<file path="src/rtl/matmul_pkg.sv">
// matmul_pkg: shared constants and types for the matmul APB register front-end.
//   - geometry: DATA_WIDTH, BUS_WIDTH, MAX_DIM, ADDR_WIDTH, SP_NTARGETS
//   - region codes decoded from paddr[4:0]
//   - apb_state_t: completer FSM states
//   - CONTROL register field offsets
//   - lane_mask(): expands a per-element strobe into a per-bit mask
package matmul_pkg;

    localparam int DATA_WIDTH  = 8;
    localparam int BUS_WIDTH   = 32;
    localparam int MAX_DIM     = BUS_WIDTH / DATA_WIDTH;
    localparam int ADDR_WIDTH  = 32;
    localparam int SP_NTARGETS = 4;

    localparam int LINE_W    = $clog2(MAX_DIM);
    localparam int TGT_W     = $clog2(SP_NTARGETS);
    localparam int SP_ADDR_W = TGT_W + LINE_W;
    localparam int LINE_LSB  = 5;

    localparam logic [4:0] REG_CONTROL   = 5'h00;
    localparam logic [4:0] REG_OPERAND_A = 5'h04;
    localparam logic [4:0] REG_OPERAND_B = 5'h08;
    localparam logic [4:0] REG_FLAGS     = 5'h0C;
    localparam logic [4:0] REG_SP        = 5'h10;

    typedef enum logic [1:0] {
        IDLE   = 2'd0,
        SETUP  = 2'd1,
        ACCESS = 2'd2,
        WAIT   = 2'd3
    } apb_state_t;

    localparam int CTRL_W          = 16;
    localparam int CTRL_START      = 0;
    localparam int CTRL_MODE       = 1;
    localparam int CTRL_WR_TGT_LSB = 2;
    localparam int CTRL_RD_TGT_LSB = 4;
    localparam int CTRL_N_LSB      = 8;
    localparam int CTRL_K_LSB      = 10;
    localparam int CTRL_M_LSB      = 12;

    function automatic logic [BUS_WIDTH-1:0] lane_mask(input logic [MAX_DIM-1:0] strb);
        logic [BUS_WIDTH-1:0] m;
        m = '0;
        for (int i = 0; i < MAX_DIM; i++) begin
            m[i*DATA_WIDTH +: DATA_WIDTH] = {DATA_WIDTH{strb[i]}};
        end
        return m;
    endfunction

endpackage

</file>
<file path="src/rtl/matmul_operand_bank.sv">
// matmul_operand_bank: MAX_DIM lines of BUS_WIDTH bits, lane-strobed writes.
// Ports:
//   clk_i, rst_ni  clock / synchronous active-low reset (clears every line)
//   we             write enable for one line this cycle
//   line           line index to write
//   strb           per-element lane enables (bit i covers element i)
//   wdata          write data
//   lines          all lines flattened, line r at [r*BUS_WIDTH +: BUS_WIDTH]
module matmul_operand_bank
    import matmul_pkg::*;
(
    input  logic                         clk_i,
    input  logic                         rst_ni,
    input  logic                         we,
    input  logic [LINE_W-1:0]            line,
    input  logic [MAX_DIM-1:0]           strb,
    input  logic [BUS_WIDTH-1:0]         wdata,
    output logic [MAX_DIM*BUS_WIDTH-1:0] lines
);

    logic [BUS_WIDTH-1:0] mem [MAX_DIM];
    logic [BUS_WIDTH-1:0] mask;

    assign mask = lane_mask(strb);

    always_ff @(posedge clk_i) begin
        if (!rst_ni) begin
            for (int i = 0; i < MAX_DIM; i++) begin
                mem[i] <= '0;
            end
        end else if (we) begin
            mem[line] <= (mem[line] & ~mask) | (wdata & mask);
        end
    end

    for (genvar g = 0; g < MAX_DIM; g++) begin : g_line
        assign lines[g*BUS_WIDTH +: BUS_WIDTH] = mem[g];
    end

endmodule

</file>
<file path="src/rtl/matmul_apb_slave.sv">
// matmul_apb_slave: APB3 completer for the matmul accelerator register map.
// Regions (paddr[4:0]): CONTROL 0x00 r/w, OPERAND_A 0x04 w, OPERAND_B 0x08 w,
// FLAGS 0x0C r, SP 0x10 r. paddr[5 +: LINE_W] selects an operand/SP line.
// Ports:
//   clk_i, rst_ni                 clock / synchronous active-low reset
//   psel_i, penable_i, pwrite_i   APB control
//   pstrb_i, pwdata_i, paddr_i    APB write strobe, data, address
//   prdata_o, pready_o, pslverr_o APB response
//   busy_i, flags_i               core status
//   start_o                       one-cycle start pulse to the core
//   ctrl_o                        CONTROL register (start bit always reads 0)
//   opa_o, opb_o                  operand A rows / B columns, flattened
//   sp_raddr_o, sp_rdata_i        scratchpad read port, one cycle latency
// Build option: define MATMUL_PSTRB_EN to honour pstrb_i on CONTROL and
// operand writes; otherwise every lane is written.
//
// Handshake: a transfer is captured when psel_i=1, penable_i=0 in IDLE. The
// FSM then walks SETUP -> ACCESS (-> WAIT for SP reads). pready_o is high for
// exactly one cycle, in ACCESS or WAIT, and pslverr_o is meaningful only with
// it. Register side effects land on the edge that ends the pready_o cycle.
module matmul_apb_slave
    import matmul_pkg::*;
(
    input  logic                         clk_i,
    input  logic                         rst_ni,
    input  logic                         psel_i,
    input  logic                         penable_i,
    input  logic                         pwrite_i,
    input  logic [MAX_DIM-1:0]           pstrb_i,
    input  logic [BUS_WIDTH-1:0]         pwdata_i,
    input  logic [ADDR_WIDTH-1:0]        paddr_i,
    output logic [BUS_WIDTH-1:0]         prdata_o,
    output logic                         pready_o,
    output logic                         pslverr_o,
    input  logic                         busy_i,
    input  logic [BUS_WIDTH-1:0]         flags_i,
    output logic                         start_o,
    output logic [CTRL_W-1:0]            ctrl_o,
    output logic [MAX_DIM*BUS_WIDTH-1:0] opa_o,
    output logic [MAX_DIM*BUS_WIDTH-1:0] opb_o,
    output logic [SP_ADDR_W-1:0]         sp_raddr_o,
    input  logic [BUS_WIDTH-1:0]         sp_rdata_i
);

    apb_state_t state, next_state;

    logic [4:0]           region;
    logic [LINE_W-1:0]    line;
    logic                 acc_err;
    logic                 sp_read;
    logic                 ready_c;
    logic                 slverr_c;
    logic [MAX_DIM-1:0]   wr_strb;
    logic [BUS_WIDTH-1:0] wr_mask;
    logic                 wr_ok;
    logic                 a_we, b_we, ctrl_we;
    logic [CTRL_W-1:0]    ctrl, ctrl_next;
    logic                 err_sticky;

    assign region = paddr_i[4:0];
    assign line   = paddr_i[LINE_LSB +: LINE_W];

`ifdef MATMUL_PSTRB_EN
    assign wr_strb = pstrb_i;
`else
    assign wr_strb = '1;
`endif
    assign wr_mask = lane_mask(wr_strb);

    // Access legality depends on region, direction and core busy.
    always_comb begin
        acc_err = 1'b0;
        case (region)
            REG_CONTROL:   acc_err = pwrite_i && busy_i;
            REG_OPERAND_A: acc_err = !pwrite_i || busy_i;
            REG_OPERAND_B: acc_err = !pwrite_i || busy_i;
            REG_FLAGS:     acc_err = pwrite_i;
            REG_SP:        acc_err = pwrite_i;
            default:       acc_err = 1'b1;
        endcase
    end

    assign sp_read = !pwrite_i && (region == REG_SP);

    always_ff @(posedge clk_i) begin
        if (!rst_ni) state <= IDLE;
        else         state <= next_state;
    end

    always_comb begin
        next_state = state;
        ready_c    = 1'b0;
        slverr_c   = 1'b0;
        case (state)
            IDLE: begin
                if (psel_i && !penable_i) next_state = SETUP;
            end
            SETUP: begin
                next_state = ACCESS;
            end
            ACCESS: begin
                if (sp_read) begin
                    // scratchpad data is registered first, one wait state
                    next_state = WAIT;
                end else begin
                    next_state = IDLE;
                    ready_c    = 1'b1;
                    slverr_c   = acc_err;
                end
            end
            WAIT: begin
                next_state = IDLE;
                ready_c    = 1'b1;
            end
            default: next_state = IDLE;
        endcase
    end

    // Reset wins over an in-flight transfer: it must not be seen completing.
    assign pready_o  = ready_c && rst_ni;
    assign pslverr_o = slverr_c && rst_ni;

    assign wr_ok   = ready_c && pwrite_i && !acc_err;
    assign a_we    = wr_ok && (region == REG_OPERAND_A);
    assign b_we    = wr_ok && (region == REG_OPERAND_B);
    assign ctrl_we = wr_ok && (region == REG_CONTROL);

    // The start bit is a command, not state: it never sticks in CONTROL.
    always_comb begin
        ctrl_next = (ctrl & ~wr_mask[CTRL_W-1:0]) | (pwdata_i[CTRL_W-1:0] & wr_mask[CTRL_W-1:0]);
        ctrl_next[CTRL_START] = 1'b0;
    end

    always_ff @(posedge clk_i) begin
        if (!rst_ni) begin
            ctrl       <= '0;
            start_o    <= 1'b0;
            err_sticky <= 1'b0;
        end else begin
            start_o <= ctrl_we && wr_strb[0] && pwdata_i[CTRL_START];
            if (ctrl_we) ctrl <= ctrl_next;
            if (ready_c && slverr_c) err_sticky <= 1'b1;
        end
    end

    // CONTROL/FLAGS are loaded at the end of SETUP so they are valid with
    // pready in ACCESS; SP data arrives in ACCESS and is shown in WAIT.
    always_ff @(posedge clk_i) begin
        if (!rst_ni) begin
            prdata_o <= '0;
        end else if (state == SETUP && !pwrite_i && region == REG_CONTROL) begin
            prdata_o <= {{(BUS_WIDTH-CTRL_W){1'b0}}, ctrl};
        end else if (state == SETUP && !pwrite_i && region == REG_FLAGS) begin
            prdata_o <= {err_sticky, flags_i[BUS_WIDTH-2:0]};
        end else if (state == ACCESS && sp_read) begin
            prdata_o <= sp_rdata_i;
        end
    end

    assign ctrl_o     = ctrl;
    assign sp_raddr_o = {ctrl[CTRL_RD_TGT_LSB +: TGT_W], line};

    matmul_operand_bank u_bank_a (
        .clk_i  (clk_i),
        .rst_ni (rst_ni),
        .we     (a_we),
        .line   (line),
        .strb   (wr_strb),
        .wdata  (pwdata_i),
        .lines  (opa_o)
    );

    matmul_operand_bank u_bank_b (
        .clk_i  (clk_i),
        .rst_ni (rst_ni),
        .we     (b_we),
        .line   (line),
        .strb   (wr_strb),
        .wdata  (pwdata_i),
        .lines  (opb_o)
    );

    // Address bits above the line field and the core's own flag MSB are
    // intentionally ignored.
    logic unused_bits;
`ifdef MATMUL_PSTRB_EN
    assign unused_bits = ^{paddr_i[ADDR_WIDTH-1:LINE_LSB+LINE_W], flags_i[BUS_WIDTH-1],
                           wr_mask[BUS_WIDTH-1:CTRL_W]};
`else
    assign unused_bits = ^{paddr_i[ADDR_WIDTH-1:LINE_LSB+LINE_W], flags_i[BUS_WIDTH-1],
                           wr_mask[BUS_WIDTH-1:CTRL_W], pstrb_i};
`endif

endmodule

</file>
<file path="config.mk">
export PLATFORM = sky130hd
export DESIGN_NAME = matmul_apb_slave
export DESIGN_NICKNAME = d
export VERILOG_FILES = /design/src/rtl/matmul_pkg.sv /design/src/rtl/matmul_operand_bank.sv /design/src/rtl/matmul_apb_slave.sv
export SDC_FILE = /design/constraint.sdc
export NUM_CORES = 1
export LEC_CHECK = 0
export BUFFER_PORTS_ARGS = -buffer_cell sky130_fd_sc_hd__buf_2
export CAP_MARGIN = 40
export CELL_PAD_IN_SITES_DETAIL_PLACEMENT = 1
export CELL_PAD_IN_SITES_GLOBAL_PLACEMENT = 2
export CORE_MARGIN = 10
export CORE_UTILIZATION = 33
export DETAILED_ROUTE_END_ITERATION = 8
export PLACE_DENSITY = 0.83
export SYNTH_ARGS = -nofsm -noshare
export SYNTH_HDL_FRONTEND = slang
export SYNTH_SLANG_ARGS = --single-unit
</file>
<file path="constraint.sdc">
create_clock -name clk_i -period 14.2 [get_ports clk_i]
set_input_delay 2.84 -clock clk_i [delete_from_list [all_inputs] [get_ports clk_i]]
set_output_delay 2.84 -clock clk_i [all_outputs]
set_load 0.005 [all_outputs]
</file>
==> results of run 1 <==
flip-flops by register name, indices dropped and copies added, names as in the netlist:
signal,cells
state,2
err_sticky,1
start_o,1
u_bank_b.mem,128
u_bank_a.mem,128
prdata_o,32
ctrl_o,15
synthesized netlist by cell type (all sizes together), types with 4 or more instances:
master,instances,share of area [%]
buf,11,0.58
a311oi,17,1.3
nand4b,4,0.31
clkbuf,49,1.6
o211a,15,1.3
a2bb2oi,15,1.2
a21boi,16,1.1
nand2,109,3.6
nor2,276,9.1
dfxtp,51,9.0
o22ai,15,0.82
edfxtp,256,67
layout make-up:
cell class | instances | share of cell area, %
clock buffer | 42 | 6.030
clock inverter | 20 | 1.561
tap | 448 | 3.661
timing repair buffer | 438 | 15.61
sequential | 307 | 56.87
inverter | 1 | 0.02451
multi-input combinational | 505 | 16.23
antenna | 1 | 0.01634
kinds of logic after synthesis:
logic type / synth area share (%)
other cells: 0.03292
buf+inv: 2.230
simple gates: 14.82
mux: 0.08789
flops: 76.46
xor+xnor: 0.07691
compound gates: 6.295
worst min path at each step:
stage | endpoint | start | cells after the start
6_report | err_sticky | err_sticky | 1
5_1_grt | err_sticky | err_sticky | 1
4_1_cts | err_sticky | err_sticky | 1
3_5_place_dp | err_sticky | err_sticky | 1
3_3_place_gp | ctrl_o[10] | ctrl_o[10] | 2
2_1_floorplan | err_sticky | err_sticky | 1
metal layers:
layer | up-vias | global-route usage, % | part of all wire [%]
li1 | 3901 | - | -
met1 | 4305 | 23.15 | 39
met2 | 397 | 33.29 | 50
met3 | 60 | 5.268 | 8.2
met4 | 8 | 6.125 | 2.5
met5 | - | 0 | 0.11
per-stage QoR:
stage / hold slack (ps) / area, um2 / total power [mW] / worst slack, ps
after global placement: 453.0 / 13920 / 1.130 / 6884
after CTS: 475.6 / 15310 / 2.056 / 7142
after floorplan: 441.2 / 11390 / 1.060 / 7196
after detailed placement: 462.4 / 14150 / 1.139 / 7153
final: 472.0 / 15310 / 2.037 / 7146
after global routing: 504.4 / 15310 / 2.102 / 7009
power by group:
| group | switching (mW) | internal (mW) |
|---|---|---|
| combinational | 0.0714 | 0.0393 |
| clock | 0.363 | 0.557 |
| sequential | 0.00889 | 0.997 |
| total | 0.443 | 1.59 |
==> results.md, run 1 <==
- Core ar.: 33780 um2
- Std-Cell Rows: 67
- Sequential fraction of the synthesis area: 76.46%
- Sequential Area: 8708 um2
- Worst skew pair latency: 520 ps
- Synthesized Nets: 1011
- Setup Skew: 10.07 ps
- Die width: 205.8 um
- Req. time, crit path: 11360 ps
- Mapped cell area: 11390 um2
- Worst path top cell family by delay: simple AND/OR/NAND/NOR gates
- CTS root buffer: clkbuf_16
- Layout Cells excl Fill: 1762
- Final nets: 1426
- Seq cells post-synth: 307
- Syn Inst Count: 873
- Layout cells sized above 1: 38.46%
- Area grow syn2layout: 34.44%
- LEAKAGE: 6.582 nW
- CTS buffer count: 35
- Final ANT Viol Nets: 0
- Syn Area/Cell: 13.05 um2
- Slew Limit Fails: 0
- Worst EP arrival: 4210 ps
- Detailed Routing Iterations Pass 1: 5
- GRT Total Usage: 19.37%
- Post-synth EDFFs: 256
- CP Cell Sequence: buf_2 -> nand2_1 -> mux2i_1 -> a21oi_1 -> and2_1 -> buf_2
- Hold WC Path Type: reg -> reg
- Worst path slowest cell: nand2_1
- Synth cell types: 38
- Initial antenna violation count: 5
- Die H: 205.8 um
- Worst slew pin tran: 806.4 ps
- Final Wtd Congestion: 0.7902
- Max Cap Viol: 0
- IO buf count: 417
- Ys Warns: 0
- First-pass GRT wire length: 61350 um
- Reg2Reg Launch Point: state[1]
- Min cycle time layout: 7054 ps
- Vias in the first global route: 9316
- CP Launch Point: paddr_i[2]
- Synth async-reset ratio: 0%
- Setup crit end: pslverr_o
- Footprint of the multi-input gates: 2485 um2
- CP Depth: 6
- Worst Path Max Fanout: 16
- Clock slew at reported path FFs: 60 ps
- Routed len/inst: 24.30 um
- Crit-path max cell delay: 510 ps
- DIE AREA: 42350 um2
- CTS tree: built
- I/O pins: 449
- Post-CTS Resized: 0
- Initial Util: 33.71%
- Prevailing post-synth register cell: edfxtp_1
- # DRC: 0
- DR vias/cell: 4.921
- Final Setup Violations: 0
- RSZ-0062 raised after global routing: no
- Endpoints failing hold: 0
- Peak VDD IR: 0.00006326 V
- Commonest non-fill, non-tap cell in the layout: buf_2
- Post-Route Utilization: 45.32%
- Flop-to-flop setup slack: 10830 ps
- Largest net degree at the start of global routing: 49
- Fillers: 3690
- Total Wirelength: 42810 um
- CP dominant cell by count: buf_2
- Clock sink count: 307
- H-tree levels: 2
- Dpl cells: 1699
- GR Overflow Total: 0
- Reg2Reg Depth: 5
- Worst Setup End Kind: output port
- Most frequent cells in the layout: 416 x buf_2, 276 x nor2_1, 256 x edfxtp_1, 101 x nand2_1, 51 x dfxtp_1
- Worst Setup Path Type: in -> out
- Outcome: finished clean
- Power Density: 133.0 nW/um2
- Period utilisation layout: 49.67%
- Reg2reg end: u_bank_b.mem[3][4]
- Detailed Place HPWL: 30480 um
- Worst Path Buf+Inv: 2
- Hold buffer count at CTS: 0
- DR iter-0 viols: 457
- Max frequency: 141.8 MHz
- Slew HR: 45.84%
- Clock tree buffer depth: 3
- Postcts setup bufs: 0
- Setup_tns: 0 ps
- Critical path launch point type: primary input
- Vias: 8671
Note: power is estimated with default switching activity, not from simulation.
==> run 2: changes to the inputs <==
--- a/config.mk
+++ b/config.mk
@@ -5,14 +5,15 @@
 export SDC_FILE = /design/constraint.sdc
 export NUM_CORES = 1
 export LEC_CHECK = 0
+export ABC_AREA = 1
 export BUFFER_PORTS_ARGS = -buffer_cell sky130_fd_sc_hd__buf_2
 export CAP_MARGIN = 40
 export CELL_PAD_IN_SITES_DETAIL_PLACEMENT = 1
 export CELL_PAD_IN_SITES_GLOBAL_PLACEMENT = 2
 export CORE_MARGIN = 10
-export CORE_UTILIZATION = 33
+export CORE_UTILIZATION = 31
 export DETAILED_ROUTE_END_ITERATION = 8
-export PLACE_DENSITY = 0.83
+export PLACE_DENSITY = 0.78
 export SYNTH_ARGS = -nofsm -noshare
 export SYNTH_HDL_FRONTEND = slang
 export SYNTH_SLANG_ARGS = --single-unit
==> constraint.sdc (replaced) <==
create_clock -name clk_i -period 7.2 [get_ports clk_i]
set_input_delay 1.44 -clock clk_i [delete_from_list [all_inputs] [get_ports clk_i]]
set_output_delay 1.44 -clock clk_i [all_outputs]
set_load 0.005 [all_outputs]
==> results.md, run 2 <==
- Setup Skew: 14.53 ps (was 10.07 ps)
- LEAKAGE: 6.895 nW (was 6.582 nW)
- Diode count: 0 (was 1)
- Area grow syn2layout: 33.12% (was 34.44%)
- Flop-to-flop setup slack: 4450 ps (was 10830 ps)
- Syn Area/Cell: 12.57 um2 (was 13.05 um2)
- Ys Warns: 0 (unchanged)
- Fin area: 15730 um2 (was 15310 um2)
- First-pass GRT wire length: 66780 um (was 61350 um)
- CTS root buffer: clkbuf_16 (unchanged)
- Max Cap Viol: 0 (unchanged)
- DR vias/cell: 4.734 (was 4.921)
- Slew HR: 45.41% (was 45.84%)
- Most frequent cell after synthesis: edfxtp_1 (was nor2_1)
- Post-Route Utilization: 41.75% (was 45.32%)
- Detailed Routing Iterations Pass 1: 5 (unchanged)
- GRT Total Usage: 19.30% (was 19.37%)
- Worst Setup End Kind: output port (unchanged)
- Synth async-reset ratio: 0% (unchanged)
- Vias in the first global route: 9419 (was 9316)
- Worst EP arrival: 2690 ps (was 4210 ps)
- Seq cells post-synth: 307 (unchanged)
- I/O pins: 449 (unchanged)
- Worst slew pin tran: 816.5 ps (was 806.4 ps)
- Post-CTS Resized: 0 (unchanged)
- Total Wirelength: 45970 um (was 42810 um)
- PnR worst setup slack: 3070 ps (was 7146 ps)
- Top cells by count, synth: 256 x edfxtp_1, 232 x nor2_1, 68 x o21ai_0 (was 276 x nor2_1, 256 x edfxtp_1, 109 x nand2_1)
- Final Setup Violations: 0 (unchanged)
- Hold buffer count at CTS: 0 (unchanged)
- Prevailing post-synth register cell: edfxtp_1 (unchanged)
- Hold Startpoint: err_sticky (unchanged)
- Clock sink count: 307 (unchanged)
- Period utilisation layout: 57.36%
- Initial Util: 31.36% (was 33.71%)
- Place WS: 2976 ps (was 7153 ps)
- CTS tree: built (unchanged)
- DR iter-0 viols: 535 (was 457)
- Hold WC Path Type: reg -> reg (unchanged)
- Std-Cell Rows: 71 (was 67)
- Synth top area cells: edfxtp_1 65%, dfxtp_1 8.6%, nor2_1 7.4% (was edfxtp_1 67%, nor2_1 9.1%, dfxtp_1 9.0%)
- PnR Total Power: 3.989 mW (was 2.037 mW)
- Die width: 215.2 um (was 205.8 um)
- Largest registers: u_bank_a.mem (128), u_bank_b.mem (128), prdata_o (32) (unchanged)
- Detailed Place HPWL: 33050 um (was 30480 um)
- Syn Inst Count: 940 (was 873)
- CTS buffer count: 36 (was 35)
- Die H: 215.2 um (was 205.8 um)
- GR Overflow Total: 0 (unchanged)
- Setup_tns: 0 ps (unchanged)
- Synth cell types: 25 (was 38)
- Final Wtd Congestion: 0.7841 (was 0.7902)
- Post-synth top area cell: edfxtp_1 (unchanged)
- Endpoints failing hold: 0 (unchanged)
- Min cycle time layout: 4130 ps
- Peak VDD IR: 0.0001856 V (was 0.00006326 V)
- Hold EP: err_sticky (unchanged)
- Worst Setup Path Type: in -> out (unchanged)
- Vias: 8956 (was 8671)
- Core ar.: 37670 um2 (was 33780 um2)
- Dpl cell area: 14590 um2 (was 14150 um2)
- Reg2Reg Launch Point: state[1] (unchanged)
- Routed len/inst: 24.30 um (about the same)
- Power Density: 253.6 nW/um2 (was 133.0 nW/um2)
- # DRC: 0 (unchanged)
- Slew Limit Fails: 0 (unchanged)
- RSZ-0062 raised after global routing: no (unchanged)
- Largest net degree at the start of global routing: 53 (was 49)
- Commonest non-fill, non-tap cell in the layout: buf_2 (unchanged)
- Final ANT Viol Nets: 0 (unchanged)
- Worst skew pair latency: 540 ps (was 520 ps)
- Post-synth EDFFs: 256 (unchanged)
- IO buf count: 417 (unchanged)
- Max frequency: 242.1 MHz
- Req. time, crit path: 5760 ps (was 11360 ps)
- Worst Path Max Fanout: 47 (was 16)
- Sequential fraction of the synthesis area: 73.72% (was 76.46%)
- Initial antenna violation count: 0 (was 5)
- DIE AREA: 46310 um2 (was 42350 um2)
- Clock tree buffer depth: 3 (unchanged)
- WHS Path Cells: 2 (was 1)
- Reg2reg end: prdata_o[8] (was u_bank_b.mem[3][4])
- Outcome: finished clean (unchanged)
- Clock slew at reported path FFs: 50 ps (was 60 ps)
- Critical path launch point type: primary input (unchanged)
- Synthesized Nets: 1078 (was 1011)
- Reg2Reg Depth: 11 (was 5)
- Most frequent cells in the layout: 417 x buf_2, 256 x edfxtp_1, 231 x nor2_1, 64 x o21ai_0, 58 x nor3_2 (was 416 x buf_2, 276 x nor2_1, 256 x edfxtp_1, 101 x nand2_1, 51 x dfxtp_1)
- Postcts setup bufs: 0 (unchanged)
- Mapped cell area: 11810 um2 (was 11390 um2)
- Final nets: 1493 (was 1426)
- Layout cells sized above 1: 41.27% (was 38.46%)
- H-tree levels: 2 (unchanged)
- Yosys top cell area share: 65.08% (was 67.49%)
-- run 2: cell types whose count changed after synthesis, sizes merged, moves of 17 or more --
cell | before | now
o21ai | 3 | 68
nor3 | 3 | 67
nand2 | 109 | 61
nand3 | 2 | 50
inv | 1 | 46
nor2 | 276 | 236
buf | 11 | 35
clkbuf | 49 | 27
a311oi | 17 | 0
-- run 2: per-layer routing --
metal | share of wire [%] | wire length, um | vias up | track usage, %
li1 | - | - | 4097 | -
met4 | 2.8 | 1303 | 0 | 6.994
met3 | 7.3 | 3339 | 65 | 5.969
met1 | 41 | 18720 | 4521 | 22.99
met2 | 49 | 22610 | 273 | 32.23
met5 | 0 | 0 | - | 0
-- run 2: worst max-delay path by stage --
stage	from	endpoint	depth (start not counted)
after detailed placement	paddr_i[1]	prdata_o[6]	12
after CTS	rst_ni	pready_o	5
after global routing	rst_ni	pready_o	5
after global placement	paddr_i[1]	prdata_o[14]	11
after floorplan	paddr_i[1]	u_bank_b.mem[3][0]	7
final	rst_ni	pready_o	5
-- run 2: worst max-delay path: stages --
cell	delay (ps)
buf_2	80
buf_4	500
inv_1	240
nor3_1	260
buf_2	160
-- run 2: layout make-up --
| class | instances | area, um2 |
|---|---|---|
| fillers | 4198 | 21940 |
| flip-flops and latches | 307 | 8708 |
| inverters | 46 | 172.7 |
| well taps | 511 | 639.4 |
| clock buffers | 47 | 994.7 |
| multi-input cells | 525 | 2714 |
| clock inverters | 17 | 138.9 |
| repair buffers | 439 | 2357 |
-- run 2: stage by stage --
| step | hold WS, ps | cells |
|---|---|---|
| 4_1_cts | 483.6 | 1892 |
| 3_5_place_dp | 466.7 | 1828 |
| 2_1_floorplan | 425.9 | 940 |
| 3_3_place_gp | 444.2 | 1819 |
| 6_report | 487.7 | 1892 |
| 5_1_grt | 537.2 | 1892 |
-- run 2: cells by family after synthesis --
group | count (synthesis) | share of synthesized area (%)
and+or+nand+nor | 421 | 17.73
other | 1 | 0.03175
DFF | 307 | 73.72
AOI/OAI and AO/OA | 103 | 4.576
buffers and inverters | 108 | 3.940
-- run 2: report_power, final --
| part | switching (mW) | total, mW | internal (mW) |
|---|---|---|---|
| clock network | 0.730 | 1.77 | 1.05 |
| logic | 0.160 | 0.232 | 0.0719 |
| registers | 0.0146 | 1.98 | 1.97 |
| total | 0.905 | 3.99 | 3.08 |
==> run 3: changes to the inputs <==
==> constraint.sdc (replaced) <==
create_clock -name clk_i -period 4.05 [get_ports clk_i]
set_input_delay 0.81 -clock clk_i [delete_from_list [all_inputs] [get_ports clk_i]]
set_output_delay 0.81 -clock clk_i [all_outputs]
set_load 0.005 [all_outputs]
==> results.md, run 3 (same netlist as run 2, synthesis figures left out) <==
- Worst Setup End Kind: output port (unchanged)
- DR vias/cell: 4.700 (was 4.734)
- Routed len/inst: 23.70 um (was 24.30 um)
- Clock tree buffer depth: 3 (unchanged)
- Req. time, crit path: 3240 ps (was 5760 ps)
- Peak VDD IR: 0.0003542 V (was 0.0001856 V)
- CTS buffer count: 36 (unchanged)
- Core ar.: 37670 um2 (unchanged)
- Detailed Routing Iterations Pass 1: 5 (unchanged)
- H-tree levels: 2 (unchanged)
- Most frequent cells in the layout: 417 x buf_2, 256 x edfxtp_1, 231 x nor2_1, 64 x o21ai_0, 58 x nor3_2 (unchanged)
- Vias: 8926 (was 8956)
- RSZ-0062 raised after global routing: no (unchanged)
- Max Cap Viol: 0 (unchanged)
- Final Setup Violations: 0 (unchanged)
- CTS root buffer: clkbuf_16 (unchanged)
- Layout cells sized above 1: 41.31% (was 41.27%)
- Largest net degree at the start of global routing: 42 (was 53)
- Max frequency: 355.7 MHz
- Place WS: 862.9 ps (was 2976 ps)
- Endpoints failing hold: 0 (unchanged)
- Largest registers: u_bank_a.mem (128), u_bank_b.mem (128), prdata_o (32) (unchanged)
- Period utilisation layout: 69.41%
- Area grow syn2layout: 33.20% (was 33.12%)
- LEAKAGE: 6.898 nW (was 6.895 nW)
- Total Wirelength: 45010 um (was 45970 um)
- Outcome: finished clean (unchanged)
- Fillers: 4206 (was 4198)
- I/O pins: 449 (unchanged)
- Vias in the first global route: 9392 (was 9419)
- GRT Total Usage: 18.75% (was 19.30%)
- CTS tree: built (unchanged)
- Setup Skew: 12.98 ps (was 14.53 ps)
- Clock network fraction of total power: 44.4% (was 44.5%)
- Final Wtd Congestion: 0.8108 (was 0.7841)
- Cell Int Power: 5.457 mW (was 3.084 mW)
- Sequential Area: 8708 um2 (unchanged)
- DIE AREA: 46310 um2 (unchanged)
- Detailed Place HPWL: 32590 um (was 33050 um)
- Die width: 215.2 um (unchanged)
- Initial Util: 31.36% (unchanged)
- Hold buffer count at CTS: 0 (unchanged)
- DR iter-0 viols: 592 (was 535)
- Worst EP arrival: 2000 ps (was 2690 ps)
- Critical path launch point type: primary input (unchanged)
- Std-Cell Rows: 71 (unchanged)
- Switch Pwr: 1.622 mW (was 904.6 uW)
- Part of the power in registers: 49.8% (was 49.7%)
- First-pass GRT wire length: 64820 um (was 66780 um)
- Final ANT Viol Nets: 0 (unchanged)
- Power Density: 449.9 nW/um2 (was 253.6 nW/um2)
- Clock sink count: 307 (unchanged)
- Initial antenna violation count: 1 (was 0)
- Worst Setup Path Type: in -> out (unchanged)
- Slew HR: 43.69% (was 45.41%)
- Commonest non-fill, non-tap cell in the layout: buf_2 (unchanged)
- Min cycle time layout: 2811 ps
- Sw Ratio: 22.91% (was 22.68%)
- Worst Path Max Fanout: 6 (was 47)
- Footprint of the multi-input gates: 2714 um2 (unchanged)
- Worst skew pair latency: 550 ps (was 540 ps)
- Combinational share of power: 5.8% (about the same)
- PnR worst setup slack: 1239 ps (was 3070 ps)
- IO buf count: 417 (unchanged)
- GR Overflow Total: 0 (unchanged)
- Die H: 215.2 um (unchanged)
- Final nets: 1498 (was 1493)
- Slew Limit Fails: 0 (unchanged)
- Worst slew pin tran: 843.7 ps (was 816.5 ps)
- Setup_tns: 0 ps (unchanged)
- Post-CTS Resized: 0 (unchanged)
- Postcts setup bufs: 0 (unchanged)
- Hold WC Path Type: reg -> reg (unchanged)
- Clock slew at reported path FFs: 60 ps (was 50 ps)
- # DRC: 0 (unchanged)
[run 3: final timing paths]
check	startpoint	depth (start not counted)	slack (ps)	end
worst max-delay path	paddr_i[1]	11	1240	pslverr_o
worst min register to register	err_sticky	2	470	err_sticky
worst max register to register	state[1]	11	1500	prdata_o[13]
worst min-delay path	err_sticky	2	470	err_sticky
[run 3: final cells by class]
type,instances,share of cell area [%]
Tap cell,511,4.064
Inverter,46,1.097
Sequential cell,307,55.35
Antenna cell,1,0.01590
Timing Repair Buffer,444,15.11
Clock inverter,12,0.8589
Clock buffer,53,6.258
Multi-Input combinational cell,525,17.25
[run 3: metal layers]
metal	vias to the layer above	routed length [um]	global-route usage [%]
met1	4478	17860	21.38
met3	59	3387	5.955
li1	4102	-	-
met2	287	22460	32.26
met4	0	1303	6.970
met5	-	0	0
[run 3: power groups by stage]
| stage | Clock (mW) | Sequential [mW] | Combinational, mW |
|---|---|---|---|
| finish | 3.14 | 3.52 | 0.413 |
| global route | 3.34 | 3.53 | 0.450 |
| CTS | 3.22 | 3.52 | 0.426 |
| detailed placement | 0 | 3.59 | 0.424 |
| global placement | 0 | 3.59 | 0.420 |
| floorplan | 0 | 3.61 | 0.128 |
[run 3: critical path, cell delays in order]
cell and delay [ps]:
buf_2 100, nor2_2 240, nand2_1 170, nand2_1 90
nand2_1 50, nand2_1 50, nand2_1 90, nand2_1 100
nand2_1 70, nor2_1 80, buf_2 130
[run 3: through the flow]
stage / area [um2] / total power [mW] / util (%) / cells / hold WS [ps]
global route: 15730 / 7.318 / 41.77 / 1899 / 525.1
detailed placement: 14610 / 4.014 / 38.79 / 1833 / 458.0
global placement: 14610 / 4.006 / 38.79 / 1833 / 454.3
CTS: 15730 / 7.168 / 41.77 / 1898 / 476.3
floorplan: 11810 / 3.733 / - / 940 / 425.9
finish: 15730 / 7.078 / 41.77 / 1899 / 466.8
